**config.mk**
```make
export PLATFORM = sky130hd
export DESIGN_NAME = oam_dma
export DESIGN_NICKNAME = d
export VERILOG_FILES = /design/src/rtl/gb_dma_pkg.sv /design/src/rtl/oam_dma.sv
export SDC_FILE = /design/constraint.sdc
export NUM_CORES = 1
export LEC_CHECK = 0
export CAP_MARGIN = 10
export CORE_ASPECT_RATIO = 0.6
export CORE_MARGIN = 1
export CORE_UTILIZATION = 40
export DETAILED_ROUTE_END_ITERATION = 7
export PLACE_DENSITY = 0.76
export SETUP_SLACK_MARGIN = 0.4
export SLEW_MARGIN = 20
export SYNTH_ARGS = -nofsm -noshare
export SYNTH_HDL_FRONTEND = slang
export SYNTH_SLANG_ARGS = --single-unit
```
**constraint.sdc**
```tcl
create_clock -name clk -period 2.39 [get_ports clk]
set_input_delay 0.478 -clock clk [delete_from_list [all_inputs] [get_ports clk]]
set_output_delay 0.478 -clock clk [all_outputs]
set_load 0.02 [all_outputs]
```
**src/rtl/gb_dma_pkg.sv**
```systemverilog
`default_nettype none
// ============================================================================
// Package     : gb_dma_pkg
// Description : Shared constants, state encoding and source-page remap for
//               the Gameboy OAM DMA controller.
//               Optional feature macro: OAM_DMA_ECHO_MIRROR_EN
// Revision    : 1.0 - initial release
// ============================================================================
package gb_dma_pkg;

  localparam int          OAM_DMA_BYTES = 160;
  localparam logic [7:0]  OAM_DMA_LAST  = 8'(OAM_DMA_BYTES - 1);
  localparam logic [15:0] FF46_ADDR     = 16'hFF46;

  typedef enum logic [1:0] {
    IDLE  = 2'd0,
    START = 2'd1,
    XFER  = 2'd2
  } oam_dma_state_t;

  // Map the FF46 page to the page actually driven on the source bus.
  // With the echo mirror enabled, E0..FF fold down onto C0..DF, the same
  // way the echo-RAM decoder aliases them.
  function automatic logic [7:0] oam_dma_src_page(input logic [7:0] page);
`ifdef OAM_DMA_ECHO_MIRROR_EN
    return (page >= 8'hE0) ? (page - 8'h20) : page;
`else
    return page;
`endif
  endfunction

endpackage
`default_nettype wire

```
**src/rtl/oam_dma.sv**
```systemverilog
`default_nettype none
// ============================================================================
// Module      : oam_dma
// Description : OAM DMA controller. A CPU write to FF46 copies 160 bytes
//               from page {FF46, 8'h00} into OAM, one byte per M-cycle.
//               Optional feature macro: OAM_DMA_ECHO_MIRROR_EN (E0..FF pages
//               are read from their C0..DF echo source).
// Revision    : 1.0 - initial release
// ============================================================================
module oam_dma
  import gb_dma_pkg::*;
(
  input  logic        clk,
  input  logic        reset_n,
  input  logic        ce,
  input  logic        cpu_sel,
  input  logic        cpu_wr,
  input  logic [7:0]  cpu_di,
  output logic [7:0]  cpu_do,
  output logic        dma_active,
  output logic        dma_rd,
  output logic [15:0] dma_addr,
  input  logic [7:0]  dma_data,
  output logic        oam_wr,
  output logic [7:0]  oam_addr,
  output logic [7:0]  oam_di
);

  oam_dma_state_t state;
  oam_dma_state_t state_next;
  logic [7:0]     count;
  logic [7:0]     page;
  logic           accept;
  logic           write_byte;
  logic           last_byte;

  // An FF46 write wins over everything else on its edge, including a
  // byte that would otherwise be written in XFER.
  assign accept     = ce & cpu_sel & cpu_wr;
  assign write_byte = ce & ~accept & (state == XFER);
  assign last_byte  = (count == OAM_DMA_LAST);

  // State register.
  always_ff @(posedge clk or negedge reset_n) begin
    if (!reset_n) begin
      state <= IDLE;
    end else begin
      state <= state_next;
    end
  end

  // Next-state decode: restart on FF46 write, otherwise advance per M-cycle.
  always_comb begin
    state_next = state;
    if (accept) begin
      state_next = START;
    end else if (ce) begin
      case (state)
        START:   state_next = XFER;
        XFER:    state_next = last_byte ? IDLE : XFER;
        default: state_next = state;
      endcase
    end
  end

  // Output decode: busy flags and source address from current state.
  always_comb begin
    dma_active = (state != IDLE);
    dma_rd     = (state == XFER);
    dma_addr   = {oam_dma_src_page(page), count};
    cpu_do     = page;
  end

  // FF46 page register; holds the unmapped value for readback.
  always_ff @(posedge clk or negedge reset_n) begin
    if (!reset_n) begin
      page <= 8'h00;
    end else if (accept) begin
      page <= cpu_di;
    end
  end

  // Byte counter: cleared on a new transfer, wraps to 0 after the last byte.
  always_ff @(posedge clk or negedge reset_n) begin
    if (!reset_n) begin
      count <= 8'h00;
    end else if (accept) begin
      count <= 8'h00;
    end else if (write_byte) begin
      count <= last_byte ? 8'h00 : (count + 8'h01);
    end
  end

  // OAM write port: capture the source byte and pulse oam_wr for one clk.
  always_ff @(posedge clk or negedge reset_n) begin
    if (!reset_n) begin
      oam_wr   <= 1'b0;
      oam_addr <= 8'h00;
      oam_di   <= 8'h00;
    end else begin
      oam_wr <= write_byte;
      if (write_byte) begin
        oam_addr <= count;
        oam_di   <= dma_data;
      end
    end
  end

endmodule
`default_nettype wire

```
# [After elaboration in Yosys (flattened, before gate mapping)]
# Cells that the tools add are included.
[classes] add_sub_neg=1 n_eq_ne=3 n_mux=7 n_bitwise=5 n_reduce_logical=5
[ops] operator="$mux 8" count=3
[ops] operator="$add 8x1->8 const B" count=1
[ops] operator="$eq 8x8->1 const B" count=1
[ops] operator="$mux 2" count=3
[ops] operator="$reduce_bool 2->1" count=3
[ops] operator="$and 1x1->1" count=4
[ops] operator="$pmux 2 s2" count=1
[ops] operator="$reduce_bool 3->1" count=1
[ops] operator="$eq 2x1->1 const B" count=1
[ops] operator="$eq 2x2->1 const B" count=1
[ops] operator="$reduce_and 2->1" count=1
[ops] operator="$not 1->1" count=1
[word_totals] register_bits=35 word_cells=27

# [Depth between registers and ports, before layout]
# Gate-level depths: netlist of run 1.
[logic_depth] word_depth=7 depth_mapped=6

# [Worst setup path before layout of run 1]
# Ideal clock, no wire load.
[synth_path] path_kind="register to register" from="register count[2]" to="register count[5]" t_arrival_ps=1304 setup_slack_ps=962 path_stages_with_launch=5 path_buffers=0 path_cell_list="dfrtp_1 -> and3_1 -> nand3_1 -> and3_1 -> a211o_1"
[synth_via] elab_chain_len=4
[synth_rtl] element="start: declaration" line="oam_dma.sv:31" rtl="logic [7:0] count;"
[synth_rtl] element="start signal: assignment" line="oam_dma.sv:90" rtl="count <= last_byte ? 8'h00 : (count + 8'h01);"
[synth_rtl] element="$add 8x1->8 or $eq 8x8->1 (tied branches)" line="oam_dma.sv:90, oam_dma.sv:41"
[synth_rtl] element="$mux 8 (*)" line="oam_dma.sv:90"
[synth_rtl] element="$mux 8 (*)" line="oam_dma.sv:89" rtl="end else if (write_byte) begin"
[synth_rtl] element="$mux 8 (*)" line="oam_dma.sv:87" rtl="end else if (accept) begin"
# Every way passes the cells marked *; elsewhere a longest branch is shown, timed or not. The select of a mux whose other input is x is not followed.
# A chain may end at the register's enable or synchronous reset.

# [Worst setup path in the final report of run 1]
[layout_path] from="register count[5]" to="output dma_addr[5]"
[layout_rtl] element="end: declaration" line="oam_dma.sv:22" rtl="output logic [15:0] dma_addr,"
# No word-level cell between the ends.

==> impl_results.md, run 1 <==
* Outcome: finished clean
* CP Class: reg -> out
* Total chip power at 2.08 mW
* CP peak stage delay at between 600 and 700 ps
* I/O pins at 64
* Hold Path Class: in -> async
* Library cells used by synthesis at 30
* Slowest-stage cell, CP: clkdlybuf4s50_1
* R2r worst-path depth at 4
* ANT nets after route at 0
* Vias per std cell at about 4.9
* # setup viols final at 0
* RSZ-0062 raised after global routing: no
* Design area at 0.00225 mm2
* Worst VDD drop at 0.000528 V
* Setup TNS Final at 0 ps
* Post-layout nets at 251
* Number of global-route vias before repair at 1,176
* Post-CTS setup buffers at 0
* Syn_area_per_cell at 9.08 um2
* CTS clock-pin slew for the worst setup and hold paths at 70 ps
* Total Wirelength at 3.46 mm
* Max transition margin at 0.486
* Power Density at 924 mW/mm2
* Slew Limit Fails at 0
* # H-tree levels at 2
* CP Launch Type: flip-flop
* Tmin final at 1890 ps
* Fill count at 323
* DRC Markers at 0
* Critical path peak fanout at 8
* Clock share of power at 0.202
* Arrival @ worst endpoint at 1410 ps
* Fin. Hold Viols at 0
* WL/cell at 12.5 um
* Crit path depth at 1
* Leakage power at 1.12 nW
* Worst-case clock skew at 6.36 ps
* Cell Count, Final, Fillers Out at 277
* Ys Warns at 0
* Flop pwr share at 0.407
* Area growth syn-to-layout at 46.7%
* Clk buf depth at 2
* DRT Pass-1 Iters at 4
* Syn Std Cell Area at 0.00153 mm2
* Worst reg2reg endpoint: count[7]
* CTS buffer count at 5
* Worst r2r src: state[0]
* EDFF count, synth at 0
* Grt total ovfl at 0
* Routed vias at 1,361
* Maximum clock rate at 0.529 GHz
* Final RePlAce weighted congestion at 0.762
* Primary FF master, synth: dfrtp_1
* Clk_lat worst skew at 290 ps
* CTS root buffer: clkbuf_8
* Global-route wire length before repair at roughly 5.7 mm
* N_diodes at 0
* CP delay by family, top: buffers and inverters
* WHS at 263 ps
* Reg2reg setup slack at roughly 830 ps
* Initial Util at 0.419
* Synthesized net count at around 190
* Tcrit/Tclk final at 0.791
* Core area at 0.00366 mm2
* All-Layer GR Usage at 0.186
* WP buf/inv at 1
* Number of core rows at 17
* Slew @ Worst Pin at 770 ps
* Psw at 0.744 mW
* Power share of the combinational group at 0.392
* Chip height at 50.0 um
* Largest net degree at the start of global routing at 36
* Layout cell share with drive strength beyond 1 at 0.0783
* Seq/Total Area, Yosys at 0.571
* CTS Hold Bufs at 0
* Internal power at 1.34 mW
* Cells along the critical path: clkdlybuf4s50_1
* Gate Count Post-Synth at between 150 and 200
* Initial antenna violation count at 0
* Crit path required time at approximately 1900 ps
* CTS tree: yes
* Final HPWL DP at 2.48 mm
* DRT iter0 DRCs at 60
* Asr flop ratio synth at 1.00
* Die width at 81.9 um
* Sw frac at 0.358
* Placed Area at 0.00216 mm2
* Port buffer count at 63
* Worst Setup End Kind: output pin
* Max Cap Viol at 0
* Post-synthesis register bit count at 35
* Dpl cells at roughly 270
* Die area at between 0.004 and 0.005 mm2
* CTS sink count at 35
==> power by group through the flow <==
| stage | clock network [mW] | registers, mW | logic [mW] |
|---|---|---|---|
| final | 0.419 | 0.846 | 0.815 |
| after global routing | 0.460 | 0.867 | 0.890 |
| after CTS | 0.425 | 0.848 | 0.826 |
| after detailed placement | 0 | 0.860 | 0.822 |
| after global placement | 0 | 0.853 | 0.811 |
| after floorplan | 0 | 1.01 | 0.265 |
==> routing by layer <==
metal,track usage,vias up,wire (um)
met2,0.242,52,1330
met4,0.0614,0,36
met1,0.285,643,1830
met3,0.0574,5,260
met5,0,-,0
li1,-,661,-
==> stage by stage <==
step / worst slack (ps) / util
3_5_place_dp: 235 / 0.591
3_3_place_gp: 280 / 0.591
2_1_floorplan: 962 / -
5_1_grt: 449 / 0.615
6_report: 498 / 0.615
4_1_cts: 421 / 0.614
==> registers in the layout, summed over array words and instances, names as in the netlist <==
signal	count
cpu_do	8
state	2
count	8
oam_di	8
oam_addr	8
oam_wr	1
==> timing repair <==
action	CTS	global route
resized for setup	1	2
pin swaps	0	0
setup endpoints to repair	1	2
==> Yosys cell counts, types with 2 or more instances <==
cell type,count,area [um2]
nand2_1,79,297
dfrtp_1,35,876
buf_4,8,60.1
and3_1,5,31.3
buf_2,5,25.0
nand3_1,5,25.0
nor2_1,5,18.8
a22o_1,2,17.5
clkbuf_1,2,7.51
inv_1,2,7.51
xor2_1,2,17.5
==> logic make-up after synthesis <==
family                     count (synthesis)  share of synthesized area
DFF                                       35                      0.571
AOI/OAI and AO/OA                         11                     0.0571
buffers and inverters                     17                     0.0653
xor gates and xnor gates                   2                     0.0114
and+or+nand+nor                          103                      0.287
adders and majority gates                  1                    0.00816
==> cells in the final DEF, fill, tap and decap left out, types with 2 or more instances in the layout <==
master and count:
nand3_1 5, buf_4 5, nor2_1 5, a22o_1 2, and3_1 5, clkbuf_8 5, nand2_1 79, clkdlybuf4s50_1 60
xor2_1 2, dfrtp_1 35
==> worst max-delay path by stage <==
stage,startpoint,end,slack [ps]
6_report,count[5],dma_addr[5],500
5_1_grt,count[5],dma_addr[5],450
4_1_cts,state[0],dma_rd,420
3_5_place_dp,ce,count[0],230
3_3_place_gp,ce,count[0],280
2_1_floorplan,count[2],count[5],960
==> layout make-up <==
cell class	instances	area, um2	area share
Sequential cell	35	876	0.389
Timing Repair Buffer	68	664	0.295
Multi-Input combinational cell	117	558	0.248
Clock buffer	6	72.6	0.0323
Tap cell	47	58.8	0.0261
Clock inverter	2	12.5	0.00556
Inverter	2	7.51	0.00334
Note: power is estimated with default switching activity, not from simulation.
==> run 2: changes to the inputs <==
Clock period 2.39 ns to 2 ns, I/O delays scaled along.
==> run 2 against run 1 <==
Net effect:
- sequential power rose by 18%
- non-clock buffer count rose by 4
- die area did not move
- global-route usage rose by 0.45 points
- count of clock-buffer cells in the layout did not move
- cell area rose by 0.39%
- first-iteration DRC count fell by 18%
- clock power rose by 44%
- core utilization rose by 0.24 points
==> impl_results.md, run 2 (synthesis gave the netlist of run 1 again) <==
* # setup viols final at 0
* Worst VDD drop at 0.000652 V
* DRT iter0 DRCs at 49
* # H-tree levels at 2
* Worst-case clock skew at 9.14 ps
* Max Cap Viol at 0
* Hold Path Class: in -> async
* Die area at 0.00409 mm2
* CP peak stage delay at 400 ps
* Sw frac at 0.353
* CTS Hold Bufs at 0
* Layout cell share with drive strength beyond 1 at 0.112
* Tmin final at 1560 ps
* Total Wirelength at 3.56 mm
* CTS buffer count at 5
* Number of global-route vias before repair at 1,226
* Dpl cells at between 200 and 300
* Reg area at 877 um2
* RSZ-0062 raised after global routing: yes
* Footprint of the multi-input gates at 573 um2
* Fin. Hold Viols at 0
* Most common cell after layout, fill and taps aside: nand2_1
* Flop pwr share at 0.407
* I/O pins at between 60 and 70
* Slowest-stage cell, CP: dfrtp_1
* Critical path peak fanout at 5
* Grt total ovfl at 0
* Worst Setup End Kind: output pin
* Arrival @ worst endpoint at 1160 ps
* Die width at between 80 and 90 um
* Power Density at 1090 mW/mm2
* Clk buf depth at 2
* Most frequent cells in the layout: nand2_1 (79), dlygate4sd2_1 (41), dfrtp_1 (34)
* CP Launch Type: flip-flop
* Internal power at between 1.5 and 2 mW
* Routed vias at 1,363
* Post-layout nets at 255
* Clock share of power at 0.244
* All-Layer GR Usage at 0.191
* Outcome: finished clean
* Reg2reg setup slack at 480 ps
* Initial Util at 0.419
* Maximum clock rate at 0.642 GHz
* CP delay by family, top: flip-flops
* Area growth syn-to-layout at 47.2%
* Max transition margin at 0.482
* Tcrit/Tclk final at 0.779
* Slew Limit Fails at 0
* Power share of the combinational group at 0.349
* Setup TNS Final at 0 ps
* CTS sink count at 35
* Vias per std cell at 4.87
* N_diodes at 0
* Slew @ Worst Pin at 777 ps
* Clk_lat worst skew at roughly 280 ps
* Final RePlAce weighted congestion at 0.762
* Initial antenna violation count at 0
* Largest net degree at the start of global routing at 36
* Chip height at 50.0 um
* Psw at 0.872 mW
* ANT nets after route at 0
* CP Class: reg -> out
* Design area at 0.00226 mm2
* Cells along the critical path: and2b_1 > clkdlybuf4s15_1
* Global-route wire length before repair at roughly 5.8 mm
* WL/cell at about 13 um
* Leakage power at 1.28 nW
* Final HPWL DP at 2.51 mm
* DRT Pass-1 Iters at 4
* Core area at 0.00366 mm2
* Number of core rows at 17
* Port buffer count at 63
* Cell Count, Final, Fillers Out at 280
* CTS tree: yes
* WP buf/inv at 1
* CTS clock-pin slew for the worst setup and hold paths at 60 ps
* Placed Area at 0.00219 mm2
* CTS root buffer: clkbuf_8
* DRC Markers at 0
* Crit path required time at 1600 ps
* Fill count at around 350
-- run 2: final timing paths --
| kind | cells past startpoint | from | to |
|---|---|---|---|
| setup reg to reg | 4 | count[0] | count[3] |
| hold reg to reg | 2 | oam_addr[1] | oam_addr[1] |
| max in group asynchronous | 1 | reset_n | count[5] |
| hold / removal | 1 | reset_n | oam_di[0] |
| setup / recovery | 2 | state[0] | dma_rd |
| min in group clk | 2 | oam_addr[1] | oam_addr[1] |
-- run 2: routing by layer --
metal  vias up  track usage  routed length, um
li1        668            -                  -
met1       635        0.291               1810
met2        55        0.253               1430
met3         5       0.0593                283
met4         0       0.0526                 35
met5         -            0                  0
-- run 2: area by class of cell --
type,count,area share
clock buffers,6,0.0321
clock inverters,1,0.0133
inverters,2,0.00332
multi-input cells,117,0.254
flip-flops and latches,35,0.388
well taps,47,0.0260
repair buffers,72,0.283
-- run 2: power by group through the flow --
stage | clock network [mW] | registers (mW) | logic, mW
detailed placement | 0 | 1.02 | 0.995
finish | 0.603 | 1.00 | 0.863
global placement | 0 | 1.02 | 0.980
floorplan | 0 | 1.20 | 0.316
global route | 0.651 | 1.03 | 0.949
CTS | 0.612 | 1.00 | 0.865
-- run 2: timing repair --
item	4_1_cts	5_1_grt
buffers inserted	1	0
resized for setup	44	8
pin swaps	0	1
endpoints found under the setup margin	45	8
-- run 2: per-stage QoR --
step	power (mW)	worst slack (ps)	hold slack [ps]	utilization
2_1_floorplan	1.52	572	104	-
3_3_place_gp	2.00	131	459	0.597
3_5_place_dp	2.02	88.7	468	0.597
4_1_cts	2.48	298	220	0.615
5_1_grt	2.63	387	244	0.617
6_report	2.47	442	195	0.617
